[src/rtl/scroll_pattern_engine.sv]
// rtl/scroll_pattern_engine.sv - two-axis scrolling VGA test-pattern generator with ping-pong velocity
module scroll_pattern_engine #(
    parameter int COORD_W = 10,
    parameter int VEL_W   = 8,
    parameter int VMAX_X  = 20,
    parameter int VMIN_X  = -10,
    parameter int VMAX_Y  = 6,
    parameter int VMIN_Y  = -6,
    parameter int ACCEL   = 1,
    parameter int VS_POL  = 1
) (
    input  logic                    clk,
    input  logic                    rst_n,
    input  logic                    vsync,
    input  logic                    display_on,
    input  logic [COORD_W-1:0]      pix_x,
    input  logic [COORD_W-1:0]      pix_y,
    input  logic [1:0]              mode,
    input  logic                    pause,
    input  logic                    y_en,
    output logic [1:0]              R,
    output logic [1:0]              G,
    output logic [1:0]              B,
    output logic                    frame_tick,
    output logic signed [VEL_W-1:0] vel_x
);

    localparam logic VS_ACT = (VS_POL != 0);

    localparam logic signed [VEL_W:0] VMAX_XE = (VEL_W+1)'(VMAX_X);
    localparam logic signed [VEL_W:0] VMIN_XE = (VEL_W+1)'(VMIN_X);
    localparam logic signed [VEL_W:0] VMAX_YE = (VEL_W+1)'(VMAX_Y);
    localparam logic signed [VEL_W:0] VMIN_YE = (VEL_W+1)'(VMIN_Y);
    localparam logic signed [VEL_W:0] ACCEL_E = (VEL_W+1)'(ACCEL);

    logic                    vs_q;
    logic                    tick_q, tick_d;
    logic [1:0]              mode_q;
    logic [COORD_W-1:0]      off_x_q, off_x_d, off_y_q, off_y_d;
    logic signed [VEL_W-1:0] vel_x_q, vel_x_d, vel_y_q, vel_y_d;
    logic                    dir_x_q, dir_x_d, dir_y_q, dir_y_d;
    logic [1:0]              r_q, g_q, b_q, r_d, g_d, b_d;

    // Returns {next_dir, next_vel}; one extra bit of headroom keeps the turn-point compare from overflowing.
    function automatic logic [VEL_W:0] vel_step(input logic signed [VEL_W-1:0] v,
                                                input logic dir,
                                                input logic signed [VEL_W:0] vmax,
                                                input logic signed [VEL_W:0] vmin);
        logic signed [VEL_W:0] ve;
        logic signed [VEL_W:0] nv;
        ve = (VEL_W+1)'(v);
        if (!dir) begin
            nv = ve + ACCEL_E;
            if (nv >= vmax) vel_step = {1'b1, vmax[VEL_W-1:0]};
            else            vel_step = {1'b0, nv[VEL_W-1:0]};
        end else begin
            nv = ve - ACCEL_E;
            if (nv <= vmin) vel_step = {1'b0, vmin[VEL_W-1:0]};
            else            vel_step = {1'b1, nv[VEL_W-1:0]};
        end
    endfunction

    assign tick_d = (vsync == VS_ACT) && (vs_q != VS_ACT);

    always_comb begin
        off_x_d = off_x_q;
        vel_x_d = vel_x_q;
        dir_x_d = dir_x_q;
        off_y_d = off_y_q;
        vel_y_d = vel_y_q;
        dir_y_d = dir_y_q;
        if (tick_q && !pause) begin
            off_x_d            = off_x_q + COORD_W'(vel_x_q);
            {dir_x_d, vel_x_d} = vel_step(vel_x_q, dir_x_q, VMAX_XE, VMIN_XE);
            if (y_en) begin
                off_y_d            = off_y_q + COORD_W'(vel_y_q);
                {dir_y_d, vel_y_d} = vel_step(vel_y_q, dir_y_q, VMAX_YE, VMIN_YE);
            end
        end
    end

    logic [COORD_W-1:0] mx, my;
    logic [3:0]         d_hi;
    logic               chk;

    assign mx   = pix_x + off_x_q;
    assign my   = pix_y + off_y_q;
    assign d_hi = 4'((mx + my) >> 5);
    assign chk  = mx[5] ^ my[5];

    always_comb begin
        r_d = 2'b00;
        g_d = 2'b00;
        b_d = 2'b00;
        if (display_on) begin
            unique case (mode_q)
                2'd0: begin
                    r_d = {mx[5], my[2]};
                    g_d = {mx[6], my[2]};
                    b_d = {mx[7], my[5]};
                end
                2'd1: begin
                    r_d = {chk, chk};
                    g_d = {chk, chk};
                    b_d = {chk, chk};
                end
                2'd2: begin
                    r_d = d_hi[1:0];
                    g_d = d_hi[2:1];
                    b_d = d_hi[3:2];
                end
                default: begin
                    r_d = {2{mx[7]}};
                    g_d = my[7:6];
                    b_d = 2'b01;
                end
            endcase
        end
    end

    // vs_q resets to the active level so a vsync already asserted at release cannot fire a tick.
    always_ff @(posedge clk or negedge rst_n) begin
        if (!rst_n) begin
            vs_q    <= VS_ACT;
            tick_q  <= 1'b0;
            mode_q  <= 2'd0;
            off_x_q <= '0;
            off_y_q <= '0;
            vel_x_q <= '0;
            vel_y_q <= '0;
            dir_x_q <= 1'b0;
            dir_y_q <= 1'b0;
            r_q     <= 2'b00;
            g_q     <= 2'b00;
            b_q     <= 2'b00;
        end else begin
            vs_q    <= vsync;
            tick_q  <= tick_d;
            if (tick_q) mode_q <= mode;
            off_x_q <= off_x_d;
            off_y_q <= off_y_d;
            vel_x_q <= vel_x_d;
            vel_y_q <= vel_y_d;
            dir_x_q <= dir_x_d;
            dir_y_q <= dir_y_d;
            r_q     <= r_d;
            g_q     <= g_d;
            b_q     <= b_d;
        end
    end

    assign R          = r_q;
    assign G          = g_q;
    assign B          = b_q;
    assign frame_tick = tick_q;
    assign vel_x      = vel_x_q;

endmodule

[config.mk]
export PLATFORM = sky130hd
export DESIGN_NAME = scroll_pattern_engine
export DESIGN_NICKNAME = d
export VERILOG_FILES = /design/src/rtl/scroll_pattern_engine.sv
export SDC_FILE = /design/constraint.sdc
export NUM_CORES = 1
export LEC_CHECK = 0
export BUFFER_PORTS_ARGS = -buffer_cell sky130_fd_sc_hd__buf_4
export CORE_ASPECT_RATIO = 1.4
export CORE_MARGIN = 2
export CORE_UTILIZATION = 60
export CTS_CLUSTER_SIZE = 16
export DETAILED_ROUTE_END_ITERATION = 10
export PLACE_DENSITY = 0.81
export SLEW_MARGIN = 40
export SYNTH_ARGS = -nofsm -noshare
export SYNTH_HDL_FRONTEND = slang
export SYNTH_SLANG_ARGS = --single-unit
[constraint.sdc]
create_clock -name clk -period 4.2 [get_ports clk]
set_input_delay 0.84 -clock clk [delete_from_list [all_inputs] [get_ports clk]]
set_output_delay 0.84 -clock clk [all_outputs]
set_load 0.05 [all_outputs]
Word-level counts from Yosys, hierarchy flattened. Index checks and enable logic that the tools add are counted.

Bits in registers: 48. Latch bits: 0. RAM bits: 0. Memory bits (read-only): 0. Input port bits: 28. Output and inout bits: 15. Memories: 0.

$add $sub $neg: 9. Multipliers: 0. Div/mod/pow operators: 0. Order comparisons: 4. Equal/unequal tests: 2. Shift-type cells: 0. Muxes and demuxes: 12. Bitwise logic cells: 2. Reduce and logical (&&, ||, !) cells: 5.

Operator list (count): two-way mux 9 bit (6); adder 9 bit (3); adder 10 bit (2); adder 8 x 2 -> 9 bit (second input constant) (2); case mux 2 bit (3 select lines) (3); subtractor 8 x 2 -> 9 bit (second input constant) (2); greater-or-equal comparator 9 x 4 -> 1 bit (second input constant) (1); greater-or-equal comparator 9 x 6 -> 1 bit (second input constant) (1); <= comparator 9 x 4 -> 1 bit (second input constant) (1); <= comparator 9 x 5 -> 1 bit (second input constant) (1); two-way mux 2 bit (3); == test 2 x 1 -> 1 bit (second input constant) (1); == test 2 bit (second input constant) (1); logical AND 1 bit (2); logical NOT 2 bit (1); AND reduction 2 bit (1); logical NOT 1 bit (1); inverter 1 bit (1); XOR 1 bit (1).

Depth between registers and ports, before layout. Gate-level depths: netlist of run 1.

Depth in word-level cells: 4. Mapped depth: 15. Gate-level depth less buffers: 15.

Worst setup path before layout of run 1. No wires, ideal clock.

Kind: in2reg. From: in pix_x[1]. To: reg g_q[1], in the netlist G[1]. Arrival: 3434 ps. Setup slack: 647 ps. Stages: 11. Path buffers: 0. Cells stage by stage: ha_1 -> a21o_1 -> a211o_1 -> a2111oi_0 -> nor2_1 -> xnor2_1 -> inv_1 -> ha_1 -> xnor2_1 -> mux4_2 -> and2_1.

Word-level cells in the longest chain between the ends: 4. Elaborated cells on any way between the ends: 5. Classes of those cells: 2 x add/sub; 2 x mux; 1 x bitwise.

RTL lines: from (decl) (RTL line 16) `input logic [COORD_W-1:0] pix_x,`; adder 9 bit * (RTL line 86) `assign mx = pix_x + off_x_q;`; adder 9 bit or XOR 1 bit (tied branches) (RTL line 88, 89); case mux 2 bit (3 select lines) * (RTL line 96) `unique case (mode_q)`; two-way mux 2 bit * (RTL line 95) `if (display_on) begin`; named net g_d[1] (RTL line 42) `logic [1:0] r_q, g_q, b_q, r_d, g_d, b_d;`; to (signal assigned) (RTL line 147) `g_q <= g_d;`; to (decl) (RTL line 42).

Mark *: on every way through the listed nets, which the timed path passes. The rest lies on a longest branch. A chain may end at the register's enable or synchronous reset.

Worst setup path after layout of run 1. Same ends and word-level chain as after synthesis.

==> run_results.csv, run 1 <==
group,metric,value,unit
power,power_frac_comb,69.7,%
synth,netlist_instances,526,
worst_setup_path,path_delay_family,"compound AO/OA/AOI/OAI gates",
clock_tree,htree_num_levels,2,
floorplan,die_h,104,um
synth,synthArstFlopShare,100,%
global_route,grt_pass1_wl,17400,um
clock_tree,cts_buffers,5,
power,p_int,2020,uW
placement,port_buffers,40,
clock_tree,hold_buffers,0,
synth,yosys-top-cells-area,"dfrtp_1 26%, ha_1 13%, nand2_1 4.5%, xnor2_1 4.5%, a21oi_1 4.3%",
layout,nets,626,
layout,post-route-util,67.8,%
synth,synth.largest_area_cell,"dfrtp_1",
synth,ys.flop_type,"dfrtp_1",
synth,yosys-mux-area-fraction,0.988,%
route,drc,0,
timing,finalWorstSetupSlack,0.548,ns
timing,worst_slew_pin_slew,0.648,ns
flow_run,cap_violations,0,
route,drt_pass1_iterations,4,
synth,synth_nets,602,
layout,area_delta_synth_final,9.90,%
global_route,track_usage,27.4,%
worst_setup_path,critical_path_class,"primary input to flip-flop",
power,leakagePower,0.00208,uW
timing,rsz0062_at_grt,"false",
floorplan,core-area,6980,um^2
power,p_sw,2110,uW
placement,place_ws,0.244,ns
synth,synthSimpleGateAreaFrac,21.8,%
synth,synth-xor-area-share,6.51,%
worst_setup_path,cp_max_fo,6,
worst_setup_path,crit_required,4.40,ns
power,ir_worst_vdd,0.445,mV
floorplan,die_w,75.6,um
timing,hold_viol_final,0,
synth,synth_compound_area_share,24.6,%
clock_tree,cts_setup_buffers,0,
timing,fin_tns_setup,0,ns
synth,synthDistinctLibCells,73,
clock_tree,cts_tree,"built",
route,antenna_left,0,
synth,yosysWarningCount,0,
worst_setup_path,slowest_delay,0.47,ns
clock_tree,cts_sinks,46,
global_route,antenna_found_initial,0,
power,power.share.clock,7.1,%
placement,hpwl,7610,um
synth,synth_fa_ha_area_share,14.6,%
worst_setup_path,path_cells,"buf_4 -> ha_1 -> a21o_1 -> a211o_1 -> a21oi_1 -> xnor2_1 -> ha_1 -> nand3_1 -> a21o_1 -> nand3b_1 -> a21oi_1 -> xnor2_1 -> mux4_2 -> and2_1",
floorplan,io_pins,43,
timing,final.min_clock_period,3.65,ns
layout,layout_common_cells,"52 x nand2_1, 45 x dfrtp_1, 44 x ha_1, 43 x buf_4, 42 x nor2_1",
global_route,first_global_vias,3919,
floorplan,num_rows,36,
power,power_switching_share,51.1,%
synth,syn-cell-area,4310,um^2
synth,synth_seq_cells,46,
power,pwr_density_cell,871,nW/um^2
timing,period_share,87.0,%
clock_tree,clock_latency,0.31,ns
layout,fillers,575,
clock_tree,clockBufferDepth,2,
timing,max_freq,0.274,GHz
timing,hold_ws,0.501,ns
worst_setup_path,cp_num_buf_inv,1,
synth,ys_seq_area_share,26.7,%
route,first_iter_violations,213,
route,post_drt_wl_per_cell,15.7,um
worst_setup_path,worst_setup_path_end_kind,"flip-flop",
placement,routabilityCongestion,0.957,
clock_tree,cts-root-buf,"clkbuf_8",
layout,mostFrequentLayoutCell,"nand2_1",
power,p_seq_share,23.2,%
route,vias_per_cell,6.17,
worst_setup_path,cpMaxStageDelayCell,"mux4_2",
outcome,status,"complete, no violations",
timing,slew_headroom,56.7,%
worst_setup_path,start_kind,"primary input",
worst_setup_path,worstPathArrival,3.86,ns
hold_path,hp-class,"flip-flop to flip-flop",
floorplan,dieArea,7880,um^2
layout,drive_above_1_share,12.0,%
synth,synth.avg_cell_area,8.19,um^2
route,drt-total-wl,10100,um
synth,synth_top_area_share,26.1,%
timing,setup_violations,0,
layout,antenna_cells,0,
route,num_vias,3986,
timing,slew_violations,0,
global_route,grt.overflow.total,0,
power,fin_total_pwr,4130,uW
floorplan,start_util,61.7,%
global_route,grt_start_max_net_pins,47,
clock_tree,path_clk_slew,0.09,ns
synth,synth_edf_count,0,
timing,finalClockSkew,0.00332,ns
clock_tree,ctsResizeCount,0,
synth,synth_top_family_by_area,"compound AO/OA/AOI/OAI gates",
-- power groups by stage --
stage	clock [uW]	sequential (uW)	combinational (uW)
6_report	293	956	2880
5_1_grt	316	999	3210
4_1_cts	299	947	2860
3_5_place_dp	0	956	2840
3_3_place_gp	0	938	2730
2_1_floorplan	0	985	2190
-- worst register-to-register path: stages (launching register included) --
cell and delay, ns:
dfrtp_1 0.45, ha_1 0.30, a21o_1 0.17, a211o_1 0.32, a21oi_1 0.18, xnor2_1 0.19
ha_1 0.36, nand3_1 0.12, a21o_1 0.12, nand3b_1 0.18, a21oi_1 0.23, xnor2_1 0.10
mux4_2 0.47, and2_1 0.17
-- cells by family after synthesis --
group                    Yosys count
adder cells (fa/ha/maj)           48
buffers and inverters             51
XOR/XNOR                          32
multiplexers                       3
flip-flops                        46
AND/OR/NAND/NOR                  189
AO/OA/AOI/OAI                    157
-- area by class of cell --
| class | count | area, um^2 | area share (%) |
|---|---|---|---|
| Inverter | 25 | 93.8 | 1.98 |
| Sequential cell | 46 | 1150 | 24.3 |
| Clock buffer | 7 | 86.3 | 1.82 |
| Multi-Input combinational cell | 429 | 2960 | 62.4 |
| Clock inverter | 1 | 5.00 | 0.106 |
| Timing Repair Buffer | 43 | 323 | 6.82 |
| Tap cell | 95 | 119 | 2.51 |
-- registers in the layout (all words and copies together), names as in the netlist --
name,cells
frame_tick,1
dir_y_q,1
dir_x_q,1
off_x_q,9
off_y_q,9
vel_y_q,8
mode_q,2
R,2
G,2
vs_q,1
vel_x,8
B,2
-- cells in the mapped netlist (3+ instances only) --
master     instances
nor3b_1            5
dfrtp_1           45
o21ai_0           36
and3_1             4
nand3_1           21
nand3b_1           3
o211ai_1           3
o21a_1             8
buf_2              3
a21oi_1           37
xor2_1            10
fa_1               4
nor4_1             5
buf_1              3
nor3_1            15
nand2_1           52
xnor2_1           22
and2_1             3
a22oi_1            3
o21bai_1           4
a31oi_1            7
or3_1              9
or4b_2             3
clkbuf_1          19
o2bb2ai_1          3
ha_1              44
inv_1             24
o21ai_1            3
or2_2              3
nor2b_1           12
o31ai_1            6
a211oi_1           3
a21o_1            11
nand4_1            3
nor2_1            42
-- layer usage --
| metal | track usage [%] | wire (um) | vias up |
|---|---|---|---|
| met4 | 10.7 | 349 | 0 |
| met5 | 0 | 0 | - |
| met1 | 33.6 | 4150 | 1868 |
| met3 | 3.59 | 418 | 28 |
| met2 | 47.2 | 5230 | 112 |
| li1 | - | - | 1978 |
-- worst paths after layout --
kind,startpoint,to,slack [ns],depth (start not counted)
hold reg to reg,off_y_q[8],off_y_q[8],0.50,1
min in group asynchronous,rst_n,off_x_q[1],0.54,1
max in group asynchronous,rst_n,vel_x[7],3.26,1
setup / recovery,pix_x[1],G[1],0.55,14
hold / removal,off_y_q[8],off_y_q[8],0.50,1
setup reg to reg,off_x_q[1],G[1],0.74,13
-- per-stage QoR --
step,cell area [um^2],instances
after floorplan,4310,526
after global placement,4640,638
after detailed placement,4640,638
after CTS,4730,646
after global routing,4730,646
final,4730,646
Note: power is estimated with default switching activity, not from simulation.
==> run 2, diff against run 1 <==
ABC_AREA = 1   (was not set)
==> run_results.csv, run 2 <==
group,metric,value,unit
clock_tree,cts-root-buf,"clkbuf_8",
global_route,antenna_found_initial,0,
synth,syn-cell-area,4420,um^2
clock_tree,cts_sinks,46,
floorplan,num_rows,37,
timing,max_freq,0.320,GHz
layout,post-route-util,67.5,%
placement,hpwl,7880,um
timing,hold_viol_final,0,
layout,antenna_cells,0,
worst_setup_path,critical_path_class,"primary input to flip-flop",
clock_tree,path_clk_slew,0.10,ns
placement,routabilityCongestion,0.940,
clock_tree,cts_setup_buffers,0,
power,ir_worst_vdd,0.472,mV
outcome,status,"complete, no violations",
global_route,grt.overflow.total,0,
route,drt_pass1_iterations,5,
floorplan,die_h,106,um
synth,yosysWarningCount,0,
synth,synth_nets,704,
hold_path,hold_end,"frame_tick",
layout,fillers,647,
layout,area_delta_synth_final,10.5,%
worst_setup_path,worstReg2RegEnd,"B[1]",
timing,worst_slew_pin_slew,0.581,ns
clock_tree,clock_latency,0.31,ns
hold_path,hp-class,"flip-flop to flip-flop",
synth,yosysMostFrequentCell,"nand2_1",
floorplan,die_w,76.5,um
timing,period_share,74.3,%
global_route,grt_start_max_net_pins,47,
synth,synthArstFlopShare,100,%
synth,synthDistinctLibCells,41,
clock_tree,clockBufferDepth,2,
route,drc,0,
timing,setup_violations,0,
worst_setup_path,startpoint,"pix_y[2]",
floorplan,start_util,61.1,%
floorplan,core-area,7220,um^2
worst_setup_path,reg2reg_from,"off_y_q[2]",
synth,synth_commonest_cells,"182 x nand2_1, 67 x inv_1, 45 x dfrtp_1, 45 x nand3_1, 44 x ha_1",
route,num_vias,4252,
synth,synth_top_area_share,25.5,%
power,pwr_density_cell,927,nW/um^2
worst_setup_path,worst_setup_path_end_kind,"flip-flop",
layout,nets,741,
layout,drive_above_1_share,13.5,%
synth,synth_edf_count,0,
layout,mostFrequentLayoutCell,"nand2_1",
clock_tree,cts_buffers,5,
route,post_drt_wl_per_cell,13.3,um
route,drt-total-wl,10200,um
clock_tree,hold_buffers,0,
global_route,track_usage,26.2,%
route,first_iter_violations,242,
placement,port_buffers,40,
power,leakagePower,0.00260,uW
floorplan,io_pins,43,
synth,netlist_instances,628,
clock_tree,htree_num_levels,2,
hold_path,hp-start,"vs_q",
synth,synth.avg_cell_area,7.03,um^2
worst_setup_path,cp_max_fo,6,
clock_tree,ctsResizeCount,0,
synth,ys_seq_area_share,26.1,%
worst_setup_path,r2r_slack,1.29,ns
timing,rsz0062_at_grt,"false",
layout,register_area,1150,um^2
hold_path,hold_path_depth,1,
layout,multi_input_area,2880,um^2
timing,slew_headroom,61.3,%
route,vias_per_cell,5.57,
synth,yosys-top-cells-area,"dfrtp_1 26%, nand2_1 15%, ha_1 12%, inv_1 5.7%, nand3_1 5.1%",
worst_setup_path,reg2reg_depth,18,
floorplan,dieArea,8070,um^2
timing,slew_violations,0,
synth,ys.flop_type,"dfrtp_1",
global_route,grt_pass1_wl,17400,um
worst_setup_path,worstPathArrival,3.33,ns
synth,synth_seq_cells,46,
worst_setup_path,crit_required,4.41,ns
synth,synth.largest_area_cell,"dfrtp_1",
timing,finalClockSkew,0.00737,ns
clock_tree,cts_tree,"built",
timing,fin_tns_setup,0,ns
global_route,first_global_vias,4048,
flow_run,cap_violations,0,
layout,reg_top3,"off_x_q (9), off_y_q (9)",
layout,layout_common_cells,"182 x nand2_1, 67 x inv_1, 45 x dfrtp_1, 45 x nand3_1, 44 x ha_1",
route,antenna_left,0,
timing,final.min_clock_period,3.12,ns
worst_setup_path,start_kind,"primary input",
run 2: cells by family (layout without fill, tap and decap cells):
group	Yosys count	in the layout	synth area share, %
xor+xnor	34	34	6.74
buf+inv	90	128	8.59
simple gates	316	316	32.8
flops	46	46	26.1
compound gates	94	94	11.5
fa+ha+maj	48	48	14.3
run 2: area by class of cell:
type                            count  area share [%]
Timing Repair Buffer               41            6.31
Inverter                           79            6.11
Multi-Input combinational cell    492            59.1
Sequential cell                    46            23.6
Tap cell                           97            2.49
Clock inverter                      3           0.924
Clock buffer                        5            1.41
run 2: power by group:
part           internal (uW)  leakage [uW]  switching [uW]
Clock                    177     0.0000504             162
Combinational           1240       0.00198            2010
Sequential               626      0.000571             306
run 2: how the worst max path moves through the flow:
| stage | to | slack, ns | cells after the start |
|---|---|---|---|
| final | B[1] | 1.08 | 19 |
| after global routing | B[1] | 0.79 | 19 |
| after CTS | B[1] | 1.10 | 19 |
| after detailed placement | B[1] | 0.78 | 19 |
| after global placement | B[1] | 0.80 | 18 |
| after floorplan | B[0] | 1.19 | 14 |
run 2: critical path, stage by stage:
cell and delay [ns]:
buf_4 0.11, ha_1 0.34, a21oi_1 0.18, nand2_1 0.12
nand2_1 0.07, nand2_1 0.05, nand2_1 0.05, nand2_1 0.06
xor2_1 0.16, inv_1 0.11, ha_1 0.39, a21oi_1 0.21
o21ai_0 0.09, a21oi_1 0.17, nand3_1 0.10, nand3_1 0.11
nand3_1 0.08, nand2_1 0.07, inv_1 0.03
run 2: through the flow:
step / setup slack (ns) / total power [uW] / instances / cell area (um^2) / hold WS (ns)
floorplan: 1.19 / 3480 / 628 / 4420 / 0.457
global placement: 0.800 / 4040 / 755 / 4760 / 0.464
detailed placement: 0.775 / 4130 / 755 / 4760 / 0.466
CTS: 1.10 / 4510 / 763 / 4880 / 0.495
global route: 0.790 / 5010 / 763 / 4880 / 0.537
finish: 1.08 / 4520 / 763 / 4880 / 0.496
run 2: layer usage:
layer / vias up / routed length [um] / share of wire, % / global-route usage, %
met5: - / 0 / 0 / 0
met4: 0 / 365 / 3.6 / 14.5
met3: 31 / 482 / 4.7 / 3.60
met2: 138 / 5280 / 52 / 47.6
met1: 1943 / 4030 / 40 / 29.2
li1: 2140 / - / - / -
==> run 3, diff against run 2 <==
CORE_UTILIZATION = 55   (was 60)
PLACE_DENSITY = 0.78   (was 0.81)
clock period = 2.5 ns   (was 4.2 ns; I/O delays follow)
==> run_results.csv, run 3 (synthesized netlist as in run 2, its figures left out) <==
group,metric,value,unit
worst_setup_path,cp_num_buf_inv,1,
floorplan,io_pins,43,
route,drt_pass1_iterations,8,
clock_tree,cts_buffers,5,
layout,layout_common_cells,"176 x nand2_1, 87 x buf_4, 63 x inv_1, 45 x dfrtp_1, 41 x nand3_1",
worst_setup_path,cp.depth,15,
worst_setup_path,slowest_delay,0.40,ns
placement,hpwl,8220,um
layout,antenna_cells,0,
timing,setup_violations,5,
worst_setup_path,r2r_slack,-0.20,ns
global_route,grt_pass1_wl,18500,um
timing,rsz0062_at_grt,"true",
route,post_drt_wl_per_cell,14.7,um
worst_setup_path,worstPathArrival,2.92,ns
floorplan,die_h,110,um
global_route,track_usage,26.5,%
floorplan,num_rows,38,
worst_setup_path,reg2reg_from,"off_y_q[6]",
worst_setup_path,critical_path_class,"flip-flop to flip-flop",
clock_tree,cts_tree,"built",
timing,slew_violations,0,
worst_setup_path,path_cells,"ha_1 -> nand2_1 -> a21oi_1 -> a211oi_2 -> a21o_1 -> nand2_1 -> ha_1 -> a21oi_2 -> o21ai_2 -> a21oi_2 -> nand3_1 -> nand3_1 -> nand3_1 -> nand2_1 -> inv_1",
timing,hold_viol_final,0,
layout,nets,788,
route,drt-total-wl,11900,um
worst_setup_path,cpMaxStageDelayCell,"dfrtp_1",
clock_tree,path_clk_slew,0.09,ns
layout,mostFrequentLayoutCell,"nand2_1",
worst_setup_path,cp_max_fo,3,
clock_tree,htree_num_levels,2,
worst_setup_path,reg2reg_depth,15,
route,num_vias,4591,
hold_path,hp-class,"primary input to async pin",
floorplan,dieArea,8770,um^2
placement,routabilityCongestion,0.928,
placement,port_buffers,40,
clock_tree,cts_sinks,46,
timing,slew_headroom,59.8,%
worst_setup_path,crit_required,2.72,ns
floorplan,start_util,57.0,%
layout,reg_top3,"off_x_q (9), off_y_q (9)",
floorplan,die_w,79.7,um
route,vias_per_cell,5.65,
timing,final.min_clock_period,2.70,ns
timing,worst_slew_pin_slew,0.603,ns
worst_setup_path,path_delay_family,"compound AO/OA/AOI/OAI gates",
floorplan,core-area,7750,um^2
clock_tree,cts-root-buf,"clkbuf_8",
route,antenna_left,0,
global_route,grt.overflow.total,0,
clock_tree,clockBufferDepth,2,
worst_setup_path,worst_setup_path_end_kind,"flip-flop",
global_route,grt_start_max_net_pins,47,
timing,finalClockSkew,0.00987,ns
clock_tree,clock_latency,0.31,ns
layout,area_delta_synth_final,24.4,%
global_route,antenna_found_initial,0,
outcome,violations,"negative setup slack",
worst_setup_path,start_kind,"flip-flop",
layout,post-route-util,70.9,%
flow_run,cap_violations,0,
timing,fin_tns_setup,-0.663,ns
route,drc,0,
global_route,first_global_vias,4378,
timing,max_freq,0.370,GHz
outcome,status,"complete, but fails checks",
worst_setup_path,worstReg2RegEnd,"B[1]",
route,first_iter_violations,238,
layout,drive_above_1_share,24.8,%
placement,place_ws,-0.380,ns
timing,period_share,108,%
timing,finalWorstSetupSlack,-0.203,ns
==> run 3: cell count changes in the layout (fill, tap and decap cells not counted), moves of 4 or more <==
cell,before,now
buf_4,41,87
a21oi_1,42,32
a21oi_2,0,7
ha_1,44,37
ha_4,0,7
nand2_1,182,176
nand2_2,10,16
inv_1,67,63
inv_2,9,13
nand3_1,45,41
==> run 3: area by class of cell <==
cell class                      count  area, um^2
Clock inverter                      1        5.00
Tap cell                          100         125
Multi-Input combinational cell    492        3160
Sequential cell                    46        1150
Clock buffer                        7        86.3
Fill cell                         588        2260
Inverter                           79         298
Timing Repair Buffer               88         664
==> run 3: per-stage QoR <==
step           std cells  hold slack, ns  instance area, um^2
3_5_place_dp         799           0.479                 5140
5_1_grt              813           0.227                 5490
4_1_cts              811           0.211                 5360
3_3_place_gp         799           0.462                 5140
6_report             813           0.178                 5490
2_1_floorplan        628           0.204                 4480
==> run 3: worst max path at each step <==
stage | start | slack, ns | endpoint
after floorplan | pix_x[0] | -0.04 | G[1]
after global placement | pix_x[0] | -0.35 | B[1]
after detailed placement | pix_y[0] | -0.38 | B[1]
after CTS | off_x_q[0] | -0.0008 | B[0]
after global routing | off_y_q[6] | -0.45 | B[1]
final | off_y_q[6] | -0.20 | B[1]
==> run 3: timing repair <==
item / in CTS / in global routing
resized for setup: 16 / 25
buffers inserted: 5 / 2
setup endpoints to repair: 6 / 6
hold buffers: 0 / 0
pin swaps: 13 / 18
==> run 3: metal layers <==
metal  share of wire (%)  vias up  GRT usage, %
met4                 4.1        0          12.8
met2                  54      152          51.1
met5                   0        -             0
met1                  38     2163          28.3
met3                 4.1       46          2.69
li1                    -     2230             -
Power of run 3 is not shown: default switching activity piles up to over one toggle a cycle in this logic, so the estimate is an artifact.
